**src/rtl/prism_aux_pkg.sv**
```systemverilog
// Shared register map, field offsets and widths for the PRISM auxiliary resource bank.
package prism_aux_pkg;

    localparam logic [5:0] ADDR_CTRL     = 6'h00;
    localparam logic [5:0] ADDR_STATUS   = 6'h04;
    localparam logic [5:0] ADDR_SHIFT    = 6'h08;
    localparam logic [5:0] ADDR_SHCNT    = 6'h0C;
    localparam logic [5:0] ADDR_CNT_BASE = 6'h10;

    localparam int CTRL_RELOAD_LSB  = 0;
    localparam int CTRL_IRQ_EN_LSB  = 8;
    localparam int CTRL_SH_DIR_BIT  = 16;
    localparam int CTRL_SH_IRQ_BIT   = 17;
    localparam int CTRL_CASCADE_LSB = 24;

    localparam int STATUS_CNT_LSB = 0;
    localparam int STATUS_SH_BIT  = 16;

    localparam int SHCNT_W = 6;

endpackage

```
**src/rtl/prism_aux_counter.sv**
```systemverilog
// One countdown counter with preload register, one-shot/auto-reload mode and a
// registered reload pulse that keeps the zero flag visible for a cycle after a reload.
module prism_aux_counter
    import prism_aux_pkg::*;
#(
    parameter int CNT_W = 24
) (
    input  logic             clk,
    input  logic             rst,
    input  logic             run,
    input  logic             dec,
    input  logic             load,
    input  logic             reload_mode,
    input  logic             preload_wr,
    input  logic [CNT_W-1:0] preload_wdata,
    output logic [CNT_W-1:0] count,
    output logic             zero,
    output logic             cnt_event
);

    logic [CNT_W-1:0] preload;
    logic             reload_pulse;

    assign cnt_event = run & dec & ~load & (count == CNT_W'(1));
    assign zero      = (count == '0) | reload_pulse;

    // A preload write coinciding with a load lands after the load has sampled the old value.
    always_ff @(posedge clk) begin
        if (rst) begin
            preload      <= '0;
            count        <= '0;
            reload_pulse <= 1'b0;
        end else begin
            if (preload_wr) begin
                preload <= preload_wdata;
            end
            reload_pulse <= cnt_event & reload_mode;
            if (run & load & ~dec) begin
                count <= preload;
            end else if (cnt_event) begin
                count <= reload_mode ? preload : '0;
            end else if (run & dec & ~load & (count != '0)) begin
                count <= count - CNT_W'(1);
            end
        end
    end

endmodule

```
**src/rtl/prism_aux_bank.sv**
```systemverilog
// PRISM auxiliary bank: NUM_CNT countdown counters, one serial shifter, status/irq and bus regs.
// Optional counter chaining is compiled in with PRISM_AUX_CASCADE_EN.
module prism_aux_bank
    import prism_aux_pkg::*;
#(
    parameter int NUM_CNT = 4,
    parameter int CNT_W   = 24,
    parameter int SHIFT_W = 8
) (
    input  logic               clk,
    input  logic               rst,
    input  logic               fsm_run,
    input  logic [NUM_CNT-1:0] cnt_dec,
    input  logic [NUM_CNT-1:0] cnt_load,
    input  logic               sh_strobe,
    input  logic               sh_in,
    input  logic [5:0]         reg_addr,
    input  logic               reg_wr,
    input  logic [31:0]        reg_wdata,
    output logic [31:0]        reg_rdata,
    output logic [NUM_CNT-1:0] cnt_zero,
    output logic               sh_out,
    output logic               sh_done,
    output logic               irq
);

    logic [NUM_CNT-1:0] ctrl_reload;
    logic [NUM_CNT-1:0] ctrl_irq_en;
    logic               ctrl_sh_dir;
    logic               ctrl_sh_irq_en;
`ifdef PRISM_AUX_CASCADE_EN
    logic [NUM_CNT-1:0] ctrl_cascade;
`endif

    logic [NUM_CNT-1:0] status_cnt;
    logic               status_sh;

    logic [SHIFT_W-1:0] sh_data;
    logic [SHIFT_W-1:0] sh_next;
    logic [SHCNT_W-1:0] sh_rem;
    logic [SHCNT_W-1:0] sh_rem_wval;
    logic               shift_go;
    logic               sh_event;

    logic [NUM_CNT-1:0] cnt_event;
    logic [NUM_CNT-1:0] cnt_dec_eff;
    logic [CNT_W-1:0]   count [NUM_CNT];

    logic               wr_ctrl;
    logic               wr_status;
    logic               wr_shift;
    logic               wr_shcnt;
    logic [NUM_CNT-1:0] clr_cnt;
    logic               clr_sh;
    logic               unused_wdata;

    assign wr_ctrl   = reg_wr & (reg_addr == ADDR_CTRL);
    assign wr_status = reg_wr & (reg_addr == ADDR_STATUS);
    assign wr_shift  = reg_wr & (reg_addr == ADDR_SHIFT);
    assign wr_shcnt  = reg_wr & (reg_addr == ADDR_SHCNT);

    assign clr_cnt = wr_status ? reg_wdata[STATUS_CNT_LSB +: NUM_CNT] : '0;
    assign clr_sh  = wr_status & reg_wdata[STATUS_SH_BIT];

    assign unused_wdata = ^reg_wdata;

    always_ff @(posedge clk) begin
        if (rst) begin
            ctrl_reload    <= '0;
            ctrl_irq_en    <= '0;
            ctrl_sh_dir    <= 1'b0;
            ctrl_sh_irq_en <= 1'b0;
`ifdef PRISM_AUX_CASCADE_EN
            ctrl_cascade   <= '0;
`endif
        end else if (wr_ctrl) begin
            ctrl_reload    <= reg_wdata[CTRL_RELOAD_LSB +: NUM_CNT];
            ctrl_irq_en    <= reg_wdata[CTRL_IRQ_EN_LSB +: NUM_CNT];
            ctrl_sh_dir    <= reg_wdata[CTRL_SH_DIR_BIT];
            ctrl_sh_irq_en <= reg_wdata[CTRL_SH_IRQ_BIT];
`ifdef PRISM_AUX_CASCADE_EN
            ctrl_cascade   <= reg_wdata[CTRL_CASCADE_LSB +: NUM_CNT];
`endif
        end
    end

`ifdef PRISM_AUX_CASCADE_EN
    // Chain walks upward so counter k sees counter k-1's event in the same cycle; cascade[0] is ignored.
    always_comb begin
        logic ev_prev;
        cnt_dec_eff = cnt_dec;
        ev_prev     = 1'b0;
        for (int k = 0; k < NUM_CNT; k++) begin
            if ((k > 0) && ctrl_cascade[k]) begin
                cnt_dec_eff[k] = ev_prev;
            end
            ev_prev = fsm_run & cnt_dec_eff[k] & ~cnt_load[k] & (count[k] == CNT_W'(1));
        end
    end
`else
    assign cnt_dec_eff = cnt_dec;
`endif

    for (genvar k = 0; k < NUM_CNT; k++) begin : g_cnt
        localparam logic [5:0] CNT_ADDR = ADDR_CNT_BASE + 6'(4 * k);

        prism_aux_counter #(
            .CNT_W(CNT_W)
        ) u_counter (
            .clk          (clk),
            .rst          (rst),
            .run          (fsm_run),
            .dec          (cnt_dec_eff[k]),
            .load         (cnt_load[k]),
            .reload_mode  (ctrl_reload[k]),
            .preload_wr   (reg_wr & (reg_addr == CNT_ADDR)),
            .preload_wdata(reg_wdata[CNT_W-1:0]),
            .count        (count[k]),
            .zero         (cnt_zero[k]),
            .cnt_event    (cnt_event[k])
        );
    end

    assign sh_rem_wval = (reg_wdata[SHCNT_W-1:0] > SHCNT_W'(SHIFT_W)) ? SHCNT_W'(SHIFT_W)
                                                                      : reg_wdata[SHCNT_W-1:0];
    assign shift_go    = fsm_run & sh_strobe & (sh_rem != '0) & ~wr_shift & ~wr_shcnt;
    assign sh_event    = shift_go & (sh_rem == SHCNT_W'(1));
    assign sh_next     = ctrl_sh_dir ? {sh_in, sh_data[SHIFT_W-1:1]}
                                     : {sh_data[SHIFT_W-2:0], sh_in};

    // A bus write to SHIFT or SHCNT pre-empts any strobe in the same cycle.
    always_ff @(posedge clk) begin
        if (rst) begin
            sh_data <= '0;
            sh_rem  <= '0;
        end else begin
            if (wr_shift) begin
                sh_data <= reg_wdata[SHIFT_W-1:0];
            end else if (shift_go) begin
                sh_data <= sh_next;
            end
            if (wr_shcnt) begin
                sh_rem <= sh_rem_wval;
            end else if (shift_go) begin
                sh_rem <= sh_rem - SHCNT_W'(1);
            end
        end
    end

    assign sh_out  = ctrl_sh_dir ? sh_data[0] : sh_data[SHIFT_W-1];
    assign sh_done = (sh_rem == '0);

    // Set beats clear; irq follows the registered status by one cycle.
    always_ff @(posedge clk) begin
        if (rst) begin
            status_cnt <= '0;
            status_sh  <= 1'b0;
            irq        <= 1'b0;
        end else begin
            status_cnt <= (status_cnt & ~clr_cnt) | cnt_event;
            status_sh  <= (status_sh & ~clr_sh) | sh_event;
            irq        <= (|(status_cnt & ctrl_irq_en)) | (status_sh & ctrl_sh_irq_en);
        end
    end

    always_comb begin
        reg_rdata = '0;
        if (reg_addr == ADDR_CTRL) begin
            reg_rdata[CTRL_RELOAD_LSB +: NUM_CNT]  = ctrl_reload;
            reg_rdata[CTRL_IRQ_EN_LSB +: NUM_CNT]  = ctrl_irq_en;
            reg_rdata[CTRL_SH_DIR_BIT]             = ctrl_sh_dir;
            reg_rdata[CTRL_SH_IRQ_BIT]             = ctrl_sh_irq_en;
`ifdef PRISM_AUX_CASCADE_EN
            reg_rdata[CTRL_CASCADE_LSB +: NUM_CNT] = ctrl_cascade;
`endif
        end else if (reg_addr == ADDR_STATUS) begin
            reg_rdata[STATUS_CNT_LSB +: NUM_CNT] = status_cnt;
            reg_rdata[STATUS_SH_BIT]             = status_sh;
        end else if (reg_addr == ADDR_SHIFT) begin
            reg_rdata[SHIFT_W-1:0] = sh_data;
        end else if (reg_addr == ADDR_SHCNT) begin
            reg_rdata[SHCNT_W-1:0] = sh_rem;
        end else begin
            for (int k = 0; k < NUM_CNT; k++) begin
                if (reg_addr == ADDR_CNT_BASE + 6'(4 * k)) begin
                    reg_rdata[CNT_W-1:0] = count[k];
                end
            end
        end
    end

endmodule
```
**config.mk**
```make
export PLATFORM = sky130hd
export DESIGN_NAME = prism_aux_bank
export DESIGN_NICKNAME = d
export VERILOG_FILES = /design/src/rtl/prism_aux_pkg.sv /design/src/rtl/prism_aux_counter.sv /design/src/rtl/prism_aux_bank.sv
export SDC_FILE = /design/constraint.sdc
export NUM_CORES = 1
export LEC_CHECK = 0
export BUFFER_PORTS_ARGS = -buffer_cell sky130_fd_sc_hd__clkbuf_2
export CAP_MARGIN = 10
export CORE_MARGIN = 3
export CORE_UTILIZATION = 45
export DETAILED_ROUTE_END_ITERATION = 16
export PLACE_DENSITY = 0.59
export SETUP_SLACK_MARGIN = 0.1
export SLEW_MARGIN = 0
export SYNTH_ARGS = -nofsm -noshare
export SYNTH_HDL_FRONTEND = slang
export SYNTH_HIERARCHICAL = 1
export SYNTH_SLANG_ARGS = --single-unit
```
**constraint.sdc**
```tcl
create_clock -name clk -period 2.95 [get_ports clk]
set_input_delay 0.1475 -clock clk [delete_from_list [all_inputs] [get_ports clk]]
set_output_delay 0.1475 -clock clk [all_outputs]
set_load 0.01 [all_outputs]
```
==> impl_metrics.ini, run 1 <==
[die]
floorplan.initialDensity = 0.460
fp.dieH_um = 175
coreArea_mm2 = 0.0279
fp.dieW_um = 175
pin_count = 91
die_area_mm2 = 0.0306
rows = 61

[power_and_ir_drop]
power.clock.fraction = 0.315
power.internal_w = 0.00710
max-vdd-ir-drop_v = 0.000452
switching_share = 0.364
power_density_mw_per_mm2 = 763
power_frac_comb = 0.340
p_sw_w = 0.00407
leakage_nw = 5.16
seqPwrFrac = 0.345
finalPower_w = 0.0112

[grt]
grt_overflow = 0
track_usage = 0.288
grt_start_max_net_pins = 66
antenna_found_initial = 0
grt_pass1_wl_um = 68800
grt_pass1_vias = 10905

[detailed_routing]
wl_per_cell_um = 23.8
remaining_drc_errors = 0
dr_total_vias = 11959
dr.first_iter.drc_count = 1363
drt_wl_total_um = 45700
drtPass1Iterations = 5
via_per_inst = 6.24
ant_nets = 0

[timing]
relSlewSlack = 0.481
rsz0062_at_grt = false
holdWs_ps = 35.0
setup_viol = 0
slew_violations = 0
tightest_slew_ps = 776
fin_setup_tns_ps = 0
fin_crit_sh = 0.919
hold_viol = 0
period_needed_ps = 2710
max_freq_ghz = 0.369
skew_ps = 8.74

[clocking]
clock_latency_ps = 540
cts_buffers = 26
cts_sinks = 226
ctsLongestPathBuffers = 3
clk_pin_slew_worst_paths_ps = 60
htreeDepth = 1
post_cts_buffers = 0
cts_tree = done
clock-root-buffer = clkbuf_16

[synth]
synth.distinct_cells = 82
synth-warning-count = 6
yosys_register_bits = 226
ys_seq_area_frac = 0.352
synth-edff-count = 0
synthArstFlopShare = 0
ys.flop_type = dfxtp_1
synth_area_mm2 = 0.0129
syn-instance-count = 1458
syn_avg_cell_area_um2 = 8.82

[finish]
drive_gt1_frac = 0.169
layout.nets = 1590
n_fill_cell = 2665
syn_to_final_growth_pct = 13.9
final_area_mm2 = 0.0146
antenna_cells = 0

[worst_hold_path]
hold_path.class = input pin to flip-flop

[job]
drv_cap = 0

[setup_path]
crit_family = simple AND/OR/NAND/NOR gates
cp_cell_sequence = or4_4 -> or3_4 -> or4_4 -> nand2_4 -> nand2_1 -> a2111oi_2
cp_max_fo = 13
slowest_stage = or4_4
crit_top_cell = or4_4
worstPathArrival_ps = 3150
crit_buf_inv = 0
cp-start-kind = flip-flop
cp-end-kind = flip-flop
worstPathRequired_ps = 3390
crit_type = flip-flop to flip-flop
slowest_delay_ps = 590

[status]
status = complete, no violations

[place]
placed_area_mm2 = 0.0137
gp_congestion = 0.920
place.port_buffers = 74
dpl.hpwl_um = 32400
## final timing paths
kind                                   to                           from  slack, ps  cells past startpoint
max          g_cnt[0].u_counter/count[23]   g_cnt[0].u_counter/count[15]        240                      6
min                            sh_data[0]                          sh_in         30                      4
max reg2reg  g_cnt[0].u_counter/count[23]   g_cnt[0].u_counter/count[15]        240                      6
min reg2reg   g_cnt[3].u_counter/count[0]  g_cnt[3].u_counter/preload[0]        460                      2
## through the flow
| stage | util | worst slack [ps] | cells |
|---|---|---|---|
| 2_1_floorplan | - | 405 | 1465 |
| 3_3_place_gp | 0.489 | 149 | 1869 |
| 3_5_place_dp | 0.489 | 145 | 1869 |
| 4_1_cts | 0.524 | 203 | 1918 |
| 5_1_grt | 0.524 | 153 | 1918 |
| 6_report | 0.524 | 240 | 1918 |
## placed cells by master (no fill, tap or decap), types with 8 or more instances in the layout
cell / n
ha_1: 15
dfxtp_1: 226
clkbuf_2: 73
mux2i_1: 119
and3_1: 12
a211oi_2: 9
o21ai_1: 18
a311oi_1: 13
nor4_4: 9
a21oi_1: 40
conb_1: 8
nor4_1: 39
nand4_1: 26
a32o_1: 8
a211oi_1: 45
mux4_2: 23
o22ai_1: 18
a31o_1: 10
nand3_1: 39
a22oi_1: 30
inv_1: 21
a22o_1: 9
nand2_1: 108
o211ai_1: 11
o21ai_0: 49
a221oi_1: 18
clkbuf_16: 27
nand3b_1: 9
buf_4: 59
or4_1: 11
or3_1: 9
nor2_1: 212
and2_1: 8
o21a_1: 12
nor3_1: 34
a21o_1: 8
## cell usage after synthesis, types with 23 or more instances
master	count	area, µm²
nor4_1	39	244
a22oi_1	30	225
dfxtp_1	226	4520
clkbuf_1	43	161
o21ai_0	49	245
a211oi_1	45	338
a21oi_1	40	200
nand2_1	108	405
nor3_1	37	185
nand3_1	39	195
nand4_1	26	163
buf_2	32	160
mux4_2	23	518
nor2_1	213	800
mux2i_1	119	1190
## worst reg2reg max path, delay by kind of cell, from the launching register on
family,cells,cell delay (ps)
AOI/OAI and AO/OA,1,350
DFF,1,360
and+or+nand+nor,5,1890
## layer usage
layer  track usage  up-vias  part of all wire
met3        0.0356       66             0.061
met5             0        -                 0
met4        0.0878        0             0.031
met2         0.457      447              0.46
met1         0.412     5816              0.45
li1              -     5630                 -
## cells by family (layout without fill, tap and decap cells)
logic type                 Yosys count  after routing  share of synthesized area
and+or+nand+nor                    581            581                      0.239
adders and majority gates           15             15                     0.0146
xor gates and xnor gates             6              6                    0.00409
DFF                                226            226                      0.352
other                                1              8                   0.000292
AOI/OAI and AO/OA                  355            355                      0.205
buffers and inverters              129            204                     0.0493
muxes                              145            145                      0.136
## registers in the layout, summed over array words and instances (netlist names)
signal / count
status_sh: 1
g_cnt.u_counter/preload: 96
g_cnt.u_counter/count: 96
ctrl_irq_en: 4
status_cnt: 4
ctrl_reload: 4
irq: 1
sh_rem: 6
ctrl_sh_irq_en: 1
sh_data: 8
ctrl_sh_dir: 1
g_cnt.u_counter/reload_pulse: 4
## layout make-up
| class | instances | area [µm²] | area share |
|---|---|---|---|
| tap | 378 | 473 | 0.0323 |
| sequential | 226 | 4520 | 0.309 |
| timing repair buffer | 138 | 880 | 0.0601 |
| inverter | 21 | 78.8 | 0.00539 |
| clock inverter | 10 | 179 | 0.0122 |
| clock buffer | 35 | 746 | 0.0509 |
| multi-input combinational | 1110 | 7760 | 0.530 |
## what timing repair did
item | in CTS | in global routing
hold endpoints to repair | 6 | 0
endpoints found under the setup margin | 1 | 7
gates resized for setup | 1 | 3
pin swaps | 0 | 0
hold buffers | 4 | 0
## power by group through the flow
stage	registers (W)	clock network [W]	logic (W)
floorplan	0.00367	0	0.00286
global placement	0.00389	0	0.00366
detailed placement	0.00389	0	0.00369
CTS	0.00383	0.00357	0.00371
global route	0.00388	0.00367	0.00414
finish	0.00385	0.00352	0.00380
Note: power is estimated with default switching activity, not from simulation.
==> inputs of run 2 (changes only) <==
--- a/config.mk
+++ b/config.mk
@@ -8,9 +8,9 @@
 export BUFFER_PORTS_ARGS = -buffer_cell sky130_fd_sc_hd__clkbuf_2
 export CAP_MARGIN = 10
 export CORE_MARGIN = 3
-export CORE_UTILIZATION = 45
+export CORE_UTILIZATION = 35
 export DETAILED_ROUTE_END_ITERATION = 16
-export PLACE_DENSITY = 0.59
+export PLACE_DENSITY = 0.48
 export SETUP_SLACK_MARGIN = 0.1
 export SLEW_MARGIN = 0
 export SYNTH_ARGS = -nofsm -noshare
==> impl_metrics.ini, run 2 (same netlist as run 1, synthesis figures left out) <==
[finish]
layout.nets = 1600
largest_registers = g_cnt.u_counter/count x96, g_cnt.u_counter/preload x96, sh_data x8
final_common_cell = dfxtp_1
antenna_cells = 0
final_cell_mix = dfxtp_1 (226), nor2_1 (213), mux2i_1 (119), nand2_1 (108), clkbuf_2 (73)
syn_to_final_growth_pct = 15.2
drive_gt1_frac = 0.172
final_area_mm2 = 0.0148

[setup_path]
cp-start-kind = flip-flop
r2r_slack_ps = 210
crit_type = flip-flop to flip-flop
cp-end-kind = flip-flop
cp_max_fo = 16
regToRegStartpoint = g_cnt[0].u_counter/count[15]
r2r-end = g_cnt[0].u_counter/count[18]
r2r_cells = 7
worstPathArrival_ps = 3170
worstPathRequired_ps = 3390

[detailed_routing]
via_per_inst = 5.93
remaining_drc_errors = 0
ant_nets = 0
drtPass1Iterations = 5
dr_total_vias = 11954
wl_per_cell_um = 24.6
dr.first_iter.drc_count = 1047
drt_wl_total_um = 49600

[place]
placed_area_mm2 = 0.0138
dpl.hpwl_um = 35500
gp_congestion = 0.884
place.port_buffers = 74

[timing]
slew_violations = 0
fin_setup_tns_ps = 0
relSlewSlack = 0.370
rsz0062_at_grt = false
period_needed_ps = 2740
skew_ps = 21.2
setup_viol = 0
fin_crit_sh = 0.927
max_freq_ghz = 0.366
hold_viol = 0
tightest_slew_ps = 942

[grt]
grt_start_max_net_pins = 50
grt_overflow = 0
grt_pass1_vias = 11049
grt_pass1_wl_um = 72900
track_usage = 0.246
antenna_found_initial = 4

[clocking]
cts_buffers = 28
clock_latency_ps = 540
cts_tree = done
clk_pin_slew_worst_paths_ps = 60
ctsLongestPathBuffers = 3
cts_sinks = 226
post_cts_buffers = 0
clock-root-buffer = clkbuf_16
htreeDepth = 1

[worst_hold_path]
hold_end = g_cnt[2].u_counter/preload[18]
worstHoldPathCells = 3
hold_path.class = input pin to flip-flop
hold_start = reg_wdata[18]

[die]
rows = 69
die_area_mm2 = 0.0391
floorplan.initialDensity = 0.358
pin_count = 91
coreArea_mm2 = 0.0359
fp.dieH_um = 198
fp.dieW_um = 198

[power_and_ir_drop]
power_density_mw_per_mm2 = 755
leakage_nw = 5.21
max-vdd-ir-drop_v = 0.000448

[job]
drv_cap = 0

[status]
status = complete, no violations
run 2: cell type report:
| type | count | area (µm²) |
|---|---|---|
| Clock buffer | 43 | 838 |
| Timing Repair Buffer | 146 | 942 |
| Multi-Input combinational cell | 1110 | 7760 |
| Fill cell | 3649 | 21100 |
| Sequential cell | 226 | 4520 |
| Clock inverter | 9 | 95.1 |
| Tap cell | 461 | 577 |
| Inverter | 21 | 78.8 |
run 2: worst max path at each step:
stage	startpoint	endpoint	slack (ps)	cells past startpoint
finish	g_cnt[0].u_counter/count[15]	g_cnt[0].u_counter/count[18]	210	7
global route	g_cnt[0].u_counter/count[15]	g_cnt[0].u_counter/count[18]	130	7
CTS	g_cnt[0].u_counter/count[9]	g_cnt[0].u_counter/count[18]	120	7
detailed placement	g_cnt[0].u_counter/count[9]	g_cnt[0].u_counter/count[22]	160	7
global placement	g_cnt[0].u_counter/count[9]	g_cnt[0].u_counter/count[20]	190	7
floorplan	g_cnt[0].u_counter/count[14]	g_cnt[0].u_counter/count[23]	400	7
run 2: what timing repair did:
item / 4_1_cts / 5_1_grt
hold buffers: 5 / 0
hold endpoints to repair: 5 / 0
endpoints found under the setup margin: 0 / 14
resized for setup: 0 / 2
run 2: where the power goes:
part,switching (W),internal (W),total [W]
registers,0.000526,0.00332,0.00385
logic,0.00225,0.00160,0.00385
clock network,0.00136,0.00212,0.00348
run 2: through the flow:
step	cells	setup WS, ps	hold WS (ps)	total power [W]	util
global route	2016	126	16.1	0.0118	0.412
floorplan	1465	405	273	0.00653	-
CTS	2016	120	6.08	0.0112	0.412
global placement	1959	194	455	0.00767	0.385
detailed placement	1959	157	452	0.00770	0.385
finish	2016	215	28.5	0.0112	0.412
run 2: critical path, cell delays in order, from the launching register on:
cell	delay, ps
dfxtp_1	360
or4_4	570
or3_4	420
or4_4	610
nand2_8	170
buf_4	200
a22oi_1	90
o21ai_0	220
run 2: metal layers:
metal | GRT usage | vias up | routed length [µm]
met1 | 0.354 | 5881 | 22800
met5 | 0 | - | 12
met4 | 0.0632 | 2 | 1350
met3 | 0.0287 | 63 | 2770
li1 | - | 5646 | -
met2 | 0.392 | 362 | 22700
